===== config.mk =====
export PLATFORM = sky130hd
export DESIGN_NAME = control_sequencer
export DESIGN_NICKNAME = d
export VERILOG_FILES = /design/src/rtl/control_sequencer.sv
export SDC_FILE = /design/constraint.sdc
export NUM_CORES = 1
export LEC_CHECK = 0
export CORE_MARGIN = 3
export CORE_UTILIZATION = 30
export CTS_BUF_LIST = sky130_fd_sc_hd__clkbuf_2 sky130_fd_sc_hd__clkbuf_4 sky130_fd_sc_hd__clkbuf_8
export DETAILED_ROUTE_END_ITERATION = 7
export GPL_ROUTABILITY_DRIVEN = 0
export GPL_TIMING_DRIVEN = 0
export PLACE_DENSITY = 0.9
export SETUP_SLACK_MARGIN = 0.2
export SYNTH_ARGS = -nofsm -noshare
export SYNTH_HDL_FRONTEND = slang
export SYNTH_SLANG_ARGS = --single-unit
export TNS_END_PERCENT = 10

===== constraint.sdc =====
create_clock -name clock -period 3 [get_ports clock]
set_clock_uncertainty 0.15 [all_clocks]
set_input_delay 0.6 -clock clock [delete_from_list [all_inputs] [get_ports clock]]
set_output_delay 0.6 -clock clock [all_outputs]
set_load 0.1 [all_outputs]

===== src/rtl/control_sequencer.sv =====
// control_sequencer
//   Moore-style control unit for a small accumulator-less RISC datapath.
//   Walks a three-step fetch (T0..T2) and then up to five execute steps
//   (T3..T7) chosen by the opcode in IR[31:27]. Memory steps stall on
//   mem_ready. A halt opcode, or stop seen in T0, parks the FSM in HALTED
//   until clear is asserted.
// Ports
//   clock      system clock, rising edge
//   clear      asynchronous active-low reset
//   IR         instruction register contents (opcode = IR[31:27])
//   mem_ready  completes the current Read/Write in this cycle
//   stop       halt request, looked at only in T0
//   PCout, MDRout, Zlowout, CSignOut, Rout   bus-drive selects
//   MARin, MDRin, IRin, PCin, IncPC, Yin, ZLowIn, Rin   register loads
//   Gra, Grb, Grc   register-field selects
//   Read, Write     memory strobes
//   alu_op          ALU operation (zero unless ZLowIn)
//   run             high in T0..T7
//   illegal         one-cycle pulse in T3 on an undefined opcode
module control_sequencer (
  input  logic        clock,
  input  logic        clear,
  input  logic [31:0] IR,
  input  logic        mem_ready,
  input  logic        stop,
  output logic        PCout,
  output logic        MDRout,
  output logic        Zlowout,
  output logic        CSignOut,
  output logic        Rout,
  output logic        MARin,
  output logic        MDRin,
  output logic        IRin,
  output logic        PCin,
  output logic        IncPC,
  output logic        Yin,
  output logic        ZLowIn,
  output logic        Rin,
  output logic        Gra,
  output logic        Grb,
  output logic        Grc,
  output logic        Read,
  output logic        Write,
  output logic [4:0]  alu_op,
  output logic        run,
  output logic        illegal
);

  typedef enum logic [3:0] {
    S_RST, S_T0, S_T1, S_T2, S_T3, S_T4, S_T5, S_T6, S_T7, S_HALTED
  } state_t;

  localparam logic [4:0] OP_LD   = 5'b00000;
  localparam logic [4:0] OP_ST   = 5'b00010;
  localparam logic [4:0] OP_ADD  = 5'b00011;
  localparam logic [4:0] OP_SUB  = 5'b00100;
  localparam logic [4:0] OP_AND  = 5'b00101;
  localparam logic [4:0] OP_OR   = 5'b00110;
  localparam logic [4:0] OP_ADDI = 5'b01100;
  localparam logic [4:0] OP_NOP  = 5'b11010;
  localparam logic [4:0] OP_HALT = 5'b11011;

  state_t     state;
  logic [4:0] opcode;
  logic       is_alu, is_addi, is_ld, is_st, is_nop, is_halt, is_exec;

  // Register fields are consumed by the datapath, not here.
  logic unused_fields;
  assign unused_fields = ^IR[26:0];

  assign opcode  = IR[31:27];
  assign is_alu  = (opcode == OP_ADD) || (opcode == OP_SUB) ||
                   (opcode == OP_AND) || (opcode == OP_OR);
  assign is_addi = (opcode == OP_ADDI);
  assign is_ld   = (opcode == OP_LD);
  assign is_st   = (opcode == OP_ST);
  assign is_nop  = (opcode == OP_NOP);
  assign is_halt = (opcode == OP_HALT);
  // Opcodes that run the T3..T5 execute steps.
  assign is_exec = is_alu || is_addi || is_ld || is_st;

  always_ff @(posedge clock or negedge clear) begin
    if (!clear) begin
      state <= S_RST;
    end else begin
      case (state)
        S_RST:    state <= S_T0;
        S_T0:     state <= stop ? S_HALTED : S_T1;
        S_T1:     state <= mem_ready ? S_T2 : S_T1;
        S_T2: begin
          if (is_nop)       state <= S_T0;
          else if (is_halt) state <= S_HALTED;
          else              state <= S_T3;
        end
        S_T3:     state <= is_exec ? S_T4 : S_T0;
        S_T4:     state <= S_T5;
        S_T5:     state <= (is_ld || is_st) ? S_T6 : S_T0;
        S_T6: begin
          if (is_ld) state <= mem_ready ? S_T7 : S_T6;
          else       state <= S_T7;
        end
        S_T7: begin
          if (is_ld) state <= S_T0;
          else       state <= mem_ready ? S_T0 : S_T7;
        end
        S_HALTED: state <= S_HALTED;
        default:  state <= S_RST;
      endcase
    end
  end

  // Outputs decode straight from the state register and IR. They are not
  // pre-registered because IR itself is reloaded on the T2 exit edge, so
  // execute-step outputs must see the IR value present during that step.
  // Because state resets asynchronously, every output (Read/Write included)
  // drops the moment clear goes low.
  always_comb begin
    PCout    = 1'b0;
    MDRout   = 1'b0;
    Zlowout  = 1'b0;
    CSignOut = 1'b0;
    Rout     = 1'b0;
    MARin    = 1'b0;
    MDRin    = 1'b0;
    IRin     = 1'b0;
    PCin     = 1'b0;
    IncPC    = 1'b0;
    Yin      = 1'b0;
    ZLowIn   = 1'b0;
    Rin      = 1'b0;
    Gra      = 1'b0;
    Grb      = 1'b0;
    Grc      = 1'b0;
    Read     = 1'b0;
    Write    = 1'b0;
    alu_op   = 5'b00000;
    run      = 1'b0;
    illegal  = 1'b0;
    case (state)
      S_T0: begin
        run = 1'b1;
        // A stop request suppresses the fetch strobes so the PC is not
        // advanced on the way into HALTED.
        PCout = !stop;
        MARin = !stop;
        IncPC = !stop;
      end
      S_T1: begin
        run   = 1'b1;
        Read  = 1'b1;
        MDRin = 1'b1;
      end
      S_T2: begin
        run    = 1'b1;
        MDRout = 1'b1;
        IRin   = 1'b1;
      end
      S_T3: begin
        run = 1'b1;
        if (is_exec) begin
          Grb  = 1'b1;
          Rout = 1'b1;
          Yin  = 1'b1;
        end else begin
          illegal = 1'b1;
        end
      end
      S_T4: begin
        run    = 1'b1;
        ZLowIn = 1'b1;
        if (is_alu) begin
          Grc    = 1'b1;
          Rout   = 1'b1;
          alu_op = opcode;
        end else begin
          // addi and ld/st address: Rb + sign-extended constant
          CSignOut = 1'b1;
          alu_op   = OP_ADD;
        end
      end
      S_T5: begin
        run     = 1'b1;
        Zlowout = 1'b1;
        if (is_ld || is_st) begin
          MARin = 1'b1;
        end else begin
          Gra = 1'b1;
          Rin = 1'b1;
        end
      end
      S_T6: begin
        run   = 1'b1;
        MDRin = 1'b1;
        if (is_ld) begin
          Read = 1'b1;
        end else begin
          Gra  = 1'b1;
          Rout = 1'b1;
        end
      end
      S_T7: begin
        run = 1'b1;
        if (is_ld) begin
          MDRout = 1'b1;
          Gra    = 1'b1;
          Rin    = 1'b1;
        end else begin
          Write = 1'b1;
        end
      end
      default: ;
    endcase
  end

endmodule

Word-level counts from Yosys, hierarchy flattened
Cells that the tools add are included.

word-level totals
  bits in read-only memories = 0
  RAM bits = 0
  output and inout port bits = 25
  bits in registers = 4
  bits in latches = 0
  logic and storage cells = 68
  memories = 0

operators by class
  reduce and logical (&&, ||, !) cells = 12
  add/sub/neg operators = 0
  equality and inequality tests = 17
  shift operators = 0
  divide/modulo/power cells = 0
  bitwise operators = 0
  mux-type cells = 38
  multiply operators = 0
  $lt $le $gt $ge = 0

operators with widths
  kind                  count
  $pmux W4 S10          1
  $mux W4               7
  $mux W1               20
  $eq A4 B3 Y1 const B  4
  $eq A5 B3 Y1 const B  3
  $eq A5 B2 Y1 const B  2
  $eq A5 B5 Y1 const B  2
  $mux W5               2
  $eq A4 B2 Y1 const B  2
  $eq A4 B4 Y1 const B  2
  $pmux W1 S2           4
  $reduce_or A8 Y1      1
  $logic_or A1 B1 Y1    7
  $mux W3               2
  $pmux W1 S3           2
  $eq A5 B4 Y1 const B  1
  $logic_not A5 Y1      1
  $eq A4 B1 Y1 const B  1
  $logic_not A4 Y1      1
  $reduce_or A2 Y1      1
  $logic_not A1 Y1      1

Depth between registers and ports, before layout
  word-level depth = 9
  mapped depth = 5
  depth with buffers taken out = 4

Worst setup path after synthesis
Ideal clock, no wire load.

  path type = flip-flop to output port
  start = register state[2]
  end = output port MARin
  buffers on the path = 1
  slack = -2.177 ns
  required time = 2.250 ns
  arrival = 4.427 ns
  cell stages (with the launch flop) = 4
  cell sequence = dfrtp_1 -> clkbuf_1 -> nor4_1 -> a31o_2

on the way
  cells in the longest elaborated chain, start to end = 2
  elaborated cells on any way between the ends = 3
  those cells by class = eq/ne (2); mux (1)

RTL lines
  item                                                 line  source
  from (decl)                                          63    state_t state;
  from (signal assigned)                               88    S_T0: state <= stop ? S_HALTED : S_T1;
  from (signal assigned)                               89    S_T1: state <= mem_ready ? S_T2 : S_T1;
  from (signal assigned)                               95    S_T3: state <= is_exec ? S_T4 : S_T0;
  $eq A4 B3 Y1 / $eq A4 B1 Y1 (equally long branches)  139   case (state)
  $pmux W1 S2 *                                        139
  to (decl)                                            31    output logic MARin,

Mark *: on every way between the ends. The rest lies on a longest branch, timed or not.

Final worst setup path
  start = input port IR[29]
  end = output port Rout

on the way
  cells in the longest elaborated chain, start to end = 9
  elaborated cells on any way between the ends = 17
  those cells by class = eq/ne (6); mux (4); reduce/logical (7)

RTL lines
  item                                                 line  source
  from (decl)                                          23    input logic [31:0] IR,
  $eq A5 B2 Y1 / $eq A5 B3 Y1 (equally long branches)  72    assign is_alu = (opcode == OP_ADD) || (opcode == OP_SUB) ||
  $logic_or A1 B1 Y1 (2 in a row)                      72
  $logic_or A1 B1 Y1                                   73    (opcode == OP_AND) || (opcode == OP_OR);
  $logic_or A1 B1 Y1 (3 in a row)                      80    assign is_exec = is_alu || is_addi || is_ld || is_st;
  $mux W1                                              160   if (is_exec) begin
  $pmux W1 S3 *                                        139
  to (decl)                                            30    output logic Rout,

Marked as above.

==> flow_summary.ini <==
[sta]
finalSetupViolations = 2
worst_slew_pin_slew_ns = 0.550
relSlewSlack_pct = 63.5
layout_min_cycle_time_ns = 3.00
fin_ws_ns = -0.00451
rsz0062_at_grt = yes
hold_violations = 0
drv_slew = 0
fmax_mhz = 333
post-route-period-util_pct = 100

[clock_network]
clk_path_buf_depth = 2
cts.sinks = 4
clk_latency_ns = 0.25
cts_hold_buf = 0
cts_tree = built
numCtsBuffers = 3
cts.htree.levels = 1
root_buffer = clkbuf_4
path_clk_slew_ns = 0.04

[detailed_routing]
wl_per_cell_um = 14.8
dr.pass1.iters = 4
drt-initial-drc-count = 36
ant_nets = 0
wirelength_um = 2380
viasPerCell = 5.47
remaining_drc_errors = 0
vias = 880

[yosys]
ys_top_cells_by_area = dfrtp_1 (16%), a21oi_1 (7.1%), buf_4 (6.0%)
synth_edf_count = 0
ys_ff_latch = 4
netlist.area_leader.share_pct = 15.9
synth.distinct_cells = 37
synth_top_cell_by_area = dfrtp_1
synthesis.area_um2 = 631
yosysWarningCount = 0
synthArstFlopShare_pct = 100
synth_ff_type = dfrtp_1
avgSynthCellArea_um2 = 6.78
synthCells = 93
yosysSeqAreaShare_pct = 15.9

[critical_path]
crit_required_ns = 2.25
cpLargestDelayFamily = buffers and inverters
slowest_delay_ns = 0.52
cp_num_buf_inv = 5
critPathMostFrequentCell = buf_4
worstSetupStartpointType = primary input
worstPathCellList = buf_8 -> or4_4 -> buf_6 -> buf_4 -> buf_4 -> o31a_2 -> o21ai_2 -> a21oi_2 -> buf_12
end_kind = output port
slowest_stage = or4_4
crit_arrival_ns = 2.25
cp_max_fo = 3
crit_type = primary input to output port

[pwr]
ir_drop_mv = 0.699
pwr-share-clk_pct = 5.5
net-switching-power_mw = 0.872
p_per_area_mw_per_mm2 = 1050
p_comb_share_pct = 85.5
leakagePower_nw = 0.528
pwr-share-seq_pct = 9.0
p_int_mw = 0.404
p_sw_share_pct = 68.3

[grt]
antenna_found_initial = 0
grt_start_max_net_pins = 11
grt_pass1_vias = 860
grtUsageTotal_pct = 19.5
grt_pass1_wl_um = 3970
overflow = 0

[run_status]
status = finished, violations left
violations = setup timing

[die]
core_mm2 = 0.00186
num_io_pins = 61
initial_core_util_pct = 33.9
rows = 15
dieWidth_um = 51.8
die_y_um = 51.8
die_area_mm2 = 0.00269

[cells_and_area]
num-nets-final = 174
fill_cells = 169
top_regs = state (4)
layout-drive-gt1-share_pct = 55.1
largest_register = state
largest_reg_flops = 4
syn2layout_area_growth_pct = 91.9
post-route-util_pct = 65.1
antenna_cells = 0

[placed_design]
numPortBuffers = 30
dpl_worst_slack_ns = -1.45
dpl.hpwl_um = 1550

[hold_path]
min_path_type = primary input to async pin

[flow_run]
cap_violations = 0
-- cell type report --
type	count	area (µm²)	area share, %
plain buffers	11	87.6	7.24
clock buffers	3	22.5	1.86
inverters	5	18.8	1.55
multi-input cells	75	586	48.4
flip-flops and latches	4	100	8.27
well taps	25	31.3	2.59
repair buffers	38	364	30.1
-- cell usage after synthesis (3+ instances only) --
library cell  n
nand2_1       4
nor4_1        3
or2_2         3
a21oi_1       9
inv_1         5
nand3_1       4
nor3_1        3
o21ai_0       5
dfrtp_1       4
clkbuf_1      4
nor2_1        8
o31ai_1       3
nand2b_1      5
buf_4         5
-- layout by cell type, fill, tap and decap left out, types with 2 or more instances in the layout --
master           instances
buf_8                    2
xnor2_1                  2
nand4b_1                 2
dfrtp_1                  4
nand3_1                  2
nor4_4                   2
nand3_2                  2
nand2_1                  4
a21oi_4                  2
clkdlybuf4s15_2          3
inv_1                    5
buf_12                   4
o31ai_1                  3
nor3_1                   2
nor2_1                   7
buf_2                    9
nand2b_1                 5
clkbuf_4                 5
a21oi_1                  5
buf_4                   16
conb_1                   3
a21oi_2                  3
buf_6                    5
o21ai_0                  4
or4_4                    2
or2_2                    3
nand3b_1                 2
clkdlybuf4s50_1          3
-- layer usage --
metal / vias up / track usage, % / part of all wire, %
li1: 414 / - / -
met1: 406 / 22.6 / 36
met2: 53 / 35.1 / 54
met3: 7 / 1.43 / 8.2
met4: 0 / 10.0 / 1.9
met5: - / 0 / 0
-- worst register-to-register path, cell delays in order, from the launching register on --
cell and delay, ns:
dfrtp_1 0.40, clkbuf_1 0.27, nand4b_1 0.26, o21ai_0 0.10, o21ai_0 0.10, or3b_2 0.46
-- power groups by stage --
| stage | logic (mW) | clock network (mW) | registers, mW |
|---|---|---|---|
| floorplan | 0.858 | 0 | 0.103 |
| global placement | 1.04 | 0 | 0.112 |
| detailed placement | 1.05 | 0 | 0.114 |
| CTS | 1.06 | 0.0695 | 0.113 |
| global route | 1.14 | 0.0703 | 0.120 |
| finish | 1.09 | 0.0703 | 0.114 |
-- repair_timing --
| item | in CTS | in global routing |
|---|---|---|
| pin swaps | 7 | 7 |
| buffers inserted | 7 | 0 |
| gates resized for setup | 146 | 22 |
| gates cloned | 1 | 0 |
| setup endpoints to repair | 22 | 16 |
-- per-stage QoR --
stage               instance area (µm²)  total power, mW  TNS (ns)  hold slack [ns]  cells
finish                             1210             1.28  -0.00891            0.405    161
global route                       1210             1.33   -0.0325            0.439    161
CTS                                1190             1.24    -0.175            0.417    161
detailed placement                 1060             1.16    -16.80            0.578    150
global placement                   1060             1.15    -16.20            0.572    150
floorplan                           729            0.961     -2.81            0.154     95
-- final timing paths --
path | startpoint | endpoint | slack, ns | cells after the start
worst max-delay path | IR[29] | Rout | -0.005 | 9
worst min-delay path | clear | state[3]$_DFF_PN0_ | 0.40 | 1
worst max register to register | state[1]$_DFF_PN0_ | state[0]$_DFF_PN0_ | 1.12 | 5
worst min register to register | state[3]$_DFF_PN0_ | state[1]$_DFF_PN0_ | 0.62 | 2
max in group asynchronous | clear | state[2]$_DFF_PN0_ | 2.12 | 1
min in group clock | IR[27] | state[3]$_DFF_PN0_ | 0.55 | 3
-- logic make-up (layout without fill, tap and decap cells) --
| group | Yosys count | count (layout) | share of synthesized area, % |
|---|---|---|---|
| AND/OR/NAND/NOR | 44 | 44 | 41.3 |
| AO/OA/AOI/OAI | 26 | 26 | 26.6 |
| buffers and inverters | 16 | 57 | 12.9 |
| flip-flops | 4 | 4 | 15.9 |
| XOR/XNOR | 2 | 2 | 2.78 |
| other | 1 | 3 | 0.595 |
(Power assumes the default switching activity.)
